<file path="config.mk">
export PLATFORM = sky130hd
export DESIGN_NAME = spi_slave_serial_flat
export DESIGN_NICKNAME = d
export VERILOG_FILES = /design/src/rtl/spi_slave_serial_if.sv /design/src/rtl/spi_slave_serial.sv /design/src/flat_wrapper.sv
export SDC_FILE = /design/constraint.sdc
export NUM_CORES = 1
export LEC_CHECK = 0
export CORE_MARGIN = 1
export CORE_UTILIZATION = 40
export CTS_CLUSTER_SIZE = 8
export DETAILED_ROUTE_END_ITERATION = 16
export PLACE_DENSITY = 0.68
export SETUP_SLACK_MARGIN = 0.15
export SYNTH_ARGS = -nofsm -noshare
export SYNTH_HDL_FRONTEND = slang
export SYNTH_SLANG_ARGS = --single-unit
</file>
<file path="constraint.sdc">
create_clock -name CLK -period 4.1 [get_ports CLK]
set_clock_uncertainty 0.15 [all_clocks]
set_input_delay 1.025 -clock CLK [delete_from_list [all_inputs] [get_ports CLK]]
set_output_delay 1.025 -clock CLK [all_outputs]
set_load 0.01 [all_outputs]
</file>
<file path="src/rtl/spi_slave_serial_if.sv">
// spi_slave_serial_if: serial pins, mode pins and parallel word handshake of the SPI slave
//   CKP, CPH           : SPI clock polarity / phase (static while selected)
//   SCK, CS, MOSI      : serial clock, active-low select and data from the master
//   MISO, MISO_OE      : serial data to the master and its drive enable
//   tx_data, tx_load   : word to send and its write strobe into the holding register
//   tx_ready           : holding register empty
//   rx_data, rx_valid  : last complete received word and its one-cycle strobe
//   frame_err, busy    : select released mid-frame pulse, slave not idle
interface spi_slave_serial_if #(parameter int WIDTH = 16);
   logic             CKP;
   logic             CPH;
   logic             SCK;
   logic             CS;
   logic             MOSI;
   logic             MISO;
   logic             MISO_OE;
   logic [WIDTH-1:0] tx_data;
   logic             tx_load;
   logic             tx_ready;
   logic [WIDTH-1:0] rx_data;
   logic             rx_valid;
   logic             frame_err;
   logic             busy;
   modport slave (
      input  CKP, CPH, SCK, CS, MOSI, tx_data, tx_load,
      output MISO, MISO_OE, tx_ready, rx_data, rx_valid, frame_err, busy
   );
   modport master (
      output CKP, CPH, SCK, CS, MOSI, tx_data, tx_load,
      input  MISO, MISO_OE, tx_ready, rx_data, rx_valid, frame_err, busy
   );
endinterface

</file>
<file path="src/rtl/spi_slave_serial.sv">
// spi_slave_serial: oversampled SPI slave (all four modes) with tx holding register and rx word output
//   CLK   : system clock, SCK at most CLK/8
//   RESET : asynchronous, active-low
//   bus   : spi_slave_serial_if slave modport (serial pins, mode pins, tx/rx word handshake)
module spi_slave_serial #(
   parameter int WIDTH = 16
) (
   input  logic              CLK,
   input  logic              RESET,
   spi_slave_serial_if.slave bus
);
   typedef enum logic [1:0] {IDLE, SHIFT, DONE} state_t;
   localparam int CW = $clog2(WIDTH + 1);
   state_t           state_q, state_d;
   logic [2:0]       sck_q;
   logic [2:0]       cs_q;
   logic [1:0]       mosi_q;
   logic [WIDTH-1:0] hold_q, hold_d;
   logic [WIDTH-1:0] tx_sh_q, tx_sh_d;
   logic [WIDTH-1:0] rx_sh_q, rx_sh_d;
   logic [WIDTH-1:0] rx_data_q, rx_data_d;
   logic [CW-1:0]    cnt_q, cnt_d;
   logic             tx_ready_q, tx_ready_d;
   logic             rx_valid_q, rx_valid_d;
   logic             frame_err_q, frame_err_d;
   logic             lead, trail, smp, drv, cs_s, cs_fall, load;
   // SCK is synchronized after XOR with CKP, so the leading edge is always a
   // rising edge of sck_q and a reset value of 0 stands for the idle level
   assign lead    = sck_q[1] & ~sck_q[2];
   assign trail   = ~sck_q[1] & sck_q[2];
   assign smp     = bus.CPH ? trail : lead;
   assign drv     = bus.CPH ? lead : trail;
   assign cs_s    = cs_q[1];
   assign cs_fall = ~cs_q[1] & cs_q[2];
   assign bus.MISO_OE   = ~cs_s;
   assign bus.MISO      = ~cs_s & tx_sh_q[WIDTH-1];
   assign bus.tx_ready  = tx_ready_q;
   assign bus.rx_data   = rx_data_q;
   assign bus.rx_valid  = rx_valid_q;
   assign bus.frame_err = frame_err_q;
   assign bus.busy      = state_q != IDLE;
   always_ff @(posedge CLK or negedge RESET)
      if (!RESET) begin
         sck_q       <= '0;
         cs_q        <= '1;
         mosi_q      <= '0;
         state_q     <= IDLE;
         hold_q      <= '0;
         tx_sh_q     <= '0;
         rx_sh_q     <= '0;
         rx_data_q   <= '0;
         cnt_q       <= '0;
         tx_ready_q  <= 1'b1;
         rx_valid_q  <= 1'b0;
         frame_err_q <= 1'b0;
      end else begin
         sck_q       <= {sck_q[1:0], bus.SCK ^ bus.CKP};
         cs_q        <= {cs_q[1:0], bus.CS};
         mosi_q      <= {mosi_q[0], bus.MOSI};
         state_q     <= state_d;
         hold_q      <= hold_d;
         tx_sh_q     <= tx_sh_d;
         rx_sh_q     <= rx_sh_d;
         rx_data_q   <= rx_data_d;
         cnt_q       <= cnt_d;
         tx_ready_q  <= tx_ready_d;
         rx_valid_q  <= rx_valid_d;
         frame_err_q <= frame_err_d;
      end
   always_comb begin
      state_d     = state_q;
      hold_d      = hold_q;
      tx_sh_d     = tx_sh_q;
      rx_sh_d     = rx_sh_q;
      rx_data_d   = rx_data_q;
      cnt_d       = cnt_q;
      tx_ready_d  = tx_ready_q;
      rx_valid_d  = 1'b0;
      frame_err_d = 1'b0;
      load        = 1'b0;
      if (bus.tx_load) begin
         hold_d     = bus.tx_data;
         tx_ready_d = 1'b0;
      end
      case (state_q)
         IDLE:
            if (cs_fall) begin
               state_d = SHIFT;
               load    = 1'b1;
            end
         SHIFT:
            if (cs_s) begin
               state_d     = IDLE;
               frame_err_d = cnt_q != '0;
               cnt_d       = '0;
            end else begin
               if (smp) begin
                  rx_sh_d = {rx_sh_q[WIDTH-2:0], mosi_q[1]};
                  cnt_d   = cnt_q + CW'(1);
                  if (cnt_q == CW'(WIDTH - 1))
                     state_d = DONE;
               end
               // A drive edge before the first sample of a frame never shifts:
               // it is the CPH=1 first leading edge, or the trailing edge that
               // closes the previous frame of a back-to-back CPH=0 transfer
               if (drv && cnt_q != '0)
                  tx_sh_d = {tx_sh_q[WIDTH-2:0], 1'b0};
            end
         DONE: begin
            rx_data_d  = rx_sh_q;
            rx_valid_d = 1'b1;
            cnt_d      = '0;
            state_d    = cs_s ? IDLE : SHIFT;
            load       = ~cs_s;
         end
         default: state_d = IDLE;
      endcase
      // Frame load takes a coincident tx_load word directly and leaves the
      // holding register marked empty; an empty holding register sends zeros
      if (load) begin
         tx_sh_d    = bus.tx_load ? bus.tx_data : (tx_ready_q ? '0 : hold_q);
         tx_ready_d = 1'b1;
         cnt_d      = '0;
      end
   end
endmodule

</file>
<file path="src/flat_wrapper.sv">
// flat-port wrapper written by rule: the top's interface ports become plain ports
module spi_slave_serial_flat 
#(
   parameter int WIDTH = 16
)
  (CLK, RESET, bus_CKP, bus_CPH, bus_SCK, bus_CS, bus_MOSI, bus_tx_data, bus_tx_load, bus_MISO, bus_MISO_OE, bus_tx_ready, bus_rx_data, bus_rx_valid, bus_frame_err, bus_busy);
  spi_slave_serial_if #(.WIDTH(WIDTH)) bus_i ();
  input  logic CLK;
  input  logic RESET;
  input wire logic [$bits(bus_i.CKP)-1:0] bus_CKP;
  input wire logic [$bits(bus_i.CPH)-1:0] bus_CPH;
  input wire logic [$bits(bus_i.SCK)-1:0] bus_SCK;
  input wire logic [$bits(bus_i.CS)-1:0] bus_CS;
  input wire logic [$bits(bus_i.MOSI)-1:0] bus_MOSI;
  input wire logic [$bits(bus_i.tx_data)-1:0] bus_tx_data;
  input wire logic [$bits(bus_i.tx_load)-1:0] bus_tx_load;
  output wire logic [$bits(bus_i.MISO)-1:0] bus_MISO;
  output wire logic [$bits(bus_i.MISO_OE)-1:0] bus_MISO_OE;
  output wire logic [$bits(bus_i.tx_ready)-1:0] bus_tx_ready;
  output wire logic [$bits(bus_i.rx_data)-1:0] bus_rx_data;
  output wire logic [$bits(bus_i.rx_valid)-1:0] bus_rx_valid;
  output wire logic [$bits(bus_i.frame_err)-1:0] bus_frame_err;
  output wire logic [$bits(bus_i.busy)-1:0] bus_busy;
  assign bus_i.CKP = bus_CKP;
  assign bus_i.CPH = bus_CPH;
  assign bus_i.SCK = bus_SCK;
  assign bus_i.CS = bus_CS;
  assign bus_i.MOSI = bus_MOSI;
  assign bus_i.tx_data = bus_tx_data;
  assign bus_i.tx_load = bus_tx_load;
  assign bus_MISO = bus_i.MISO;
  assign bus_MISO_OE = bus_i.MISO_OE;
  assign bus_tx_ready = bus_i.tx_ready;
  assign bus_rx_data = bus_i.rx_data;
  assign bus_rx_valid = bus_i.rx_valid;
  assign bus_frame_err = bus_i.frame_err;
  assign bus_busy = bus_i.busy;
  spi_slave_serial #(.WIDTH(WIDTH)) u_core (.CLK(CLK), .RESET(RESET), .bus(bus_i));
endmodule
</file>
Word level (Yosys, flattened, before mapping)
Cells that the tools add are included.
{"block": "classes", "eq_ne": 8, "n_reduce_logical": 12, "n_bitwise": 8, "add_sub_neg": 1, "muxes": 25}
{"cell": "16-bit two-way mux", "n": 6}
{"cell": "5-bit two-way mux", "n": 3}
{"cell": "5-bit case mux with 2 select lines", "n": 1}
{"cell": "1-bit two-way mux", "n": 9}
{"cell": "3-bit AND reduction", "n": 3}
{"cell": "2-bit two-way mux", "n": 4}
{"cell": "2-bit nonzero test", "n": 4}
{"cell": "3-bit by 1-bit != test with 1-bit output, second input constant", "n": 2}
{"cell": "2-bit case mux with 3 select lines", "n": 1}
{"cell": "5-bit by 1-bit adder with 5-bit output, second input constant", "n": 1}
{"cell": "5-bit by 4-bit equality test with 1-bit output, second input constant", "n": 1}
{"cell": "5-bit nonzero test", "n": 1}
{"cell": "1-bit bitwise AND", "n": 4}
{"cell": "4-bit by 1-bit != test with 1-bit output, second input constant", "n": 1}
{"cell": "1-bit NOT", "n": 3}
{"cell": "3-bit nonzero test", "n": 1}
{"cell": "2-bit by 1-bit equality test with 1-bit output, second input constant", "n": 1}
{"cell": "2-bit equality test, second input constant", "n": 1}
{"cell": "2-bit zero test", "n": 1}
{"cell": "2-bit by 1-bit != test with 1-bit output, second input constant", "n": 1}
{"cell": "2-bit != test, second input constant", "n": 1}
{"cell": "1-bit case mux with 2 select lines", "n": 1}
{"cell": "2-bit AND reduction", "n": 1}
{"cell": "1-bit logical AND", "n": 1}
{"cell": "1-bit bitwise XOR", "n": 1}
{"block": "word_totals", "regBits": 82, "in_bits": 24, "wordCells": 66, "output_inout_bits": 22}

Logic depth before layout (Yosys ltp)
{"block": "logic_depth", "ltp_word": 8, "mapped_depth": 9, "depth_no_buf": 6}

Worst setup path after synthesis
OpenSTA, ideal clock, no wires.
{"block": "synth_timing", "path_kind": "input-to-reg", "from": "in bus_CPH", "to": "reg u_core.tx_sh_q[10]", "stages": 6, "arrival_ns": 2.262, "slack_ns": 1.563, "path_buffers": 2, "setup_ns": 0.125, "t_required_ns": 3.825, "cell_sequence": "or3b_1 a211oi_2 o21a_1 buf_6 buf_12 mux2_4"}
{"block": "synth_via", "elab_chain_cells": 4}
{"item": "from (decl)", "line": "flat_wrapper.sv:11", "text": "input wire logic [$bits(bus_i.CPH)-1:0] bus_CPH;"}
{"item": "1-bit two-way mux", "line": "spi_slave_serial.sv:32", "text": "assign drv = bus.CPH ? lead : trail;"}
{"item": "1-bit logical AND", "line": "spi_slave_serial.sv:106", "text": "if (drv && cnt_q != '0)"}
{"item": "2-bit nonzero test (no source line)"}
{"item": "3-bit AND reduction (no source line)"}
{"item": "to (signal assigned)", "line": "spi_slave_serial.sv:62", "text": "tx_sh_q <= tx_sh_d;"}
{"item": "to (decl)", "line": "spi_slave_serial.sv:19", "text": "logic [WIDTH-1:0] tx_sh_q, tx_sh_d;"}
Every way passes these cells.
A chain may end at the register's enable or synchronous reset.

Worst setup path in the final report
{"block": "layout_timing", "from": "reg u_core.state_q[0]", "to": "out bus_busy"}
{"block": "layout_via", "elab_chain_cells": 1}
{"item": "from (decl)", "line": "spi_slave_serial.sv:14", "text": "state_t state_q, state_d;"}
{"item": "from (signal assigned)", "line": "spi_slave_serial.sv:60", "text": "state_q <= state_d;"}
{"item": "2-bit nonzero test", "line": "spi_slave_serial.sv:41", "text": "assign bus.busy = state_q != IDLE;"}
{"item": "to (decl)", "line": "flat_wrapper.sv:23", "text": "output wire logic [$bits(bus_i.busy)-1:0] bus_busy;"}
Every way passes these cells.

==> key figures <==
Timing
  – Rel. slew slack: 32.8%
  – Final Max Tran Viols: 0
  – Final worst path period need: roughly 3100 ps
  – Fmax: 319 MHz
  – Hold Fails Final Rpt: 0
  – RSZ-0062 raised after global routing: false
  – Setup TNS: 0 ps
  – Setup violators final: 0
  – Worst-Margin Slew: 1010 ps
  – Tcrit/Tclk final: approximately three quarters

Detailed routing
  – Wire length per cell: about 14 um
  – DRT iter0 DRCs: 90
  – WL final: 6230 um
  – Residual DRC: 3
  – Drt first pass iters: 10
  – Via Count: between 2000 and 2500
  – Vias per cell: about 5
  – Antenna-violating nets left: 0

Power and ir drop
  – PwrDens: 488 nW/um^2
  – Worst VDD drop: 0.248 mV
  – Leakage power: 0.00207 uW

Logic synthesis
  – Yosys reg bits: between 80 and 90
  – Syn Nets: 320
  – Post-synthesis average cell area: between 10 and 15 um^2
  – Unique cell type count in the Yosys netlist: 47
  – Top_reg_cell synth: dfrtp_1
  – Mapped Area: 3690 um^2
  – Post-synth EDFFs: 0
  – Syn. warnings: 0
  – Cells after Synth: 288
  – Register area share after synthesis: a little under three fifths
  – Asr flop ratio synth: 100%

Worst setup path
  – CP most frequent cell: inv_1
  – Critical path class: flop to output port
  – Worst EP arrival: around 2000 ps
  – Worst path max stage delay: 500 ps
  – Crit path max-delay family: buffers and inverters
  – Critical-path top delay cell: clkdlybuf4s50_1
  – Worst setup EP type: output port
  – Worst-path maximum fanout: 9
  – Crit path buf inv count: 3
  – CP Launch Type: flop
  – Cells along the critical path: inv_1, ha_1, inv_1, clkdlybuf4s50_1
  – Critical path data required time: 2920 ps

Clock network
  – Root buf cell: clkbuf_8
  – Htree depth: 3
  – Cts repair resizes: 0
  – Max clock buf depth: 2
  – Cts bufs inserted: 9
  – Post-CTS Repair Setup Buffers: 0
  – Worst skew pair latency: 340 ps
  – Worst-path clk slew: 80 ps
  – Post-cts hold buffer count: 0
  – Clk sinks: 82
  – CTS tree: done

Layout
  – Synthesis-to-finish area growth: 20.8%
  – Layout Nets: 366
  – Fillcell total: a little under 800
  – Core Util, Final: between 50% and 60%
  – Share of layout cells above drive strength 1: ~27%
  – ANT cells: 0

Placed design
  – GPL Wtd Cong: 0.760
  – Port bufs: between 40 and 50
  – HPWL Detailed: 4060 um

Global route
  – Global-route wire length before repair: 11100 um
  – All-layer global routing usage: 14.6%
  – Vias in the first global route: 2360
  – Largest net degree at the start of global routing: 83
  – Initial antenna violation count: 0
  – GR Overflow Total: 0

Die
  – Core footprint: around 8800 um^2
  – Die area: 9620 um^2
  – Chip width: 98.1 um
  – IO Pins: 46
  – Chip height: 98.1 um
  – Num rows: 34
  – Initial core utilization: 41.7%

Worst hold path
  – Tightest Hold Check Type: flop to flop

Run status
  – Status: finished with violations
  – Violated checks: design-rule violations

Run
  – Max cap viols: 0
sequential cells by signal, summed over array words and instances, names as in the netlist:
name and flops:
u_core.rx_sh_q 16, u_core.bus.rx_data 16, u_core.state_q 2, u_core.cs_q 3, u_core.cnt_q 5, u_core.bus.tx_ready 1, u_core.tx_sh_q 16, u_core.bus.rx_valid 1
u_core.mosi_q 2, u_core.hold_q 16, u_core.sck_q 3, u_core.bus.frame_err 1
per-layer routing:
metal	GRT usage, %	wire length (um)
met1	18.3	2960
met2	23.5	2860
met3	5.08	343
met4	5.24	61
met5	0	0
cell families (layout without fill, tap and decap cells):
kind of cell	after synthesis	after routing	share of synthesized area [%]
xor gates and xnor gates	1	1	0.237
adders and majority gates	8	8	2.71
buffers and inverters	38	89	4.78
muxes	69	69	21.1
DFF	82	82	55.7
AOI/OAI and AO/OA	54	54	9.96
and+or+nand+nor	36	36	5.52
stage by stage:
stage / setup WS (ps) / total power [uW] / std cells / instance area (um^2) / hold WS, ps
floorplan: 1560 / 1370 / 288 / 3690 / 181
global placement: 831 / 1490 / 431 / 4220 / 184
detailed placement: 790 / 1500 / 431 / 4220 / 188
CTS: 955 / 2210 / 447 / 4460 / 208
global route: 820 / 2310 / 447 / 4460 / 210
finish: 961 / 2180 / 447 / 4460 / 203
layout make-up:
type	count	area [um^2]	share of cell area, %
Tap cell	108	135	3.03
Timing Repair Buffer	49	478	10.7
Clock buffer	9	124	2.78
Multi-Input combinational cell	168	1460	32.7
Inverter	24	90.1	2.02
Clock inverter	7	118	2.64
Sequential cell	82	2060	46.1
worst reg2reg max path, stage by stage, from the launching register on:
cell and delay, ps:
dfrtp_1 440, inv_1 170, ha_1 400, a21oi_2 140
nor2_4 390, o21a_1 570, buf_4 270, mux2i_1 200
report_power, final:
part / total, uW / switching (uW) / leakage [uW] / internal, uW
clock: 691 / 286 / 0.000123 / 404
sequential: 1020 / 77.7 / 0.00106 / 938
combinational: 469 / 217 / 0.000884 / 252
total: 2180 / 581 / 0.00207 / 1590
cell usage in the layout, fill, tap and decap left out, types with 2 or more instances in the layout:
cell type        Yosys  layout
a21o_1               3       3
a21oi_1             10      10
a22o_1               6       6
and3_1               2       2
buf_4                1       5
bufinv_16            0       3
clkbuf_8             0       9
clkdlybuf4s50_1      0      44
clkinv_2             0       2
clkinv_4             0       2
dfrtp_1             78      78
dfstp_2              4       4
ha_1                 8       8
inv_1               23      23
mux2_2              54      54
mux2_4               4       4
mux2i_1             11      11
nand2_1             14      14
nand3_1              3       3
nand3b_1             2       2
nor2_1               5       5
o21ai_0             14      14
o31ai_1              9       9
final timing paths:
| kind | from | endpoint | slack (ps) | cells after the start |
|---|---|---|---|---|
| min in group asynchronous | RESET | u_core.hold_q[8] | 690 | 1 |
| setup / recovery | u_core.state_q[0] | bus_busy | 960 | 4 |
| hold / removal | u_core.sck_q[0] | u_core.sck_q[1] | 200 | 0 |
| setup reg to reg | u_core.state_q[0] | u_core.tx_sh_q[13] | 1300 | 7 |
| max in group asynchronous | RESET | u_core.rx_sh_q[2] | 2460 | 1 |
| hold reg to reg | u_core.sck_q[0] | u_core.sck_q[1] | 200 | 0 |
synth_stat cells, types with 2 or more instances:
cell	instances	area, um^2
dfrtp_1	78	1950
mux2_2	54	608
inv_1	23	86.3
nand2_1	14	52.6
o21ai_0	14	70.1
mux2i_1	11	110
a21oi_1	10	50.1
o31ai_1	9	67.6
ha_1	8	100
a22o_1	6	52.6
buf_2	5	25.0
clkbuf_1	5	18.8
nor2_1	5	18.8
dfstp_2	4	105
mux2_4	4	60.1
a21o_1	3	22.5
nand3_1	3	15.0
and3_1	2	12.5
nand3b_1	2	15.0
Note: power is estimated with default switching activity, not from simulation.
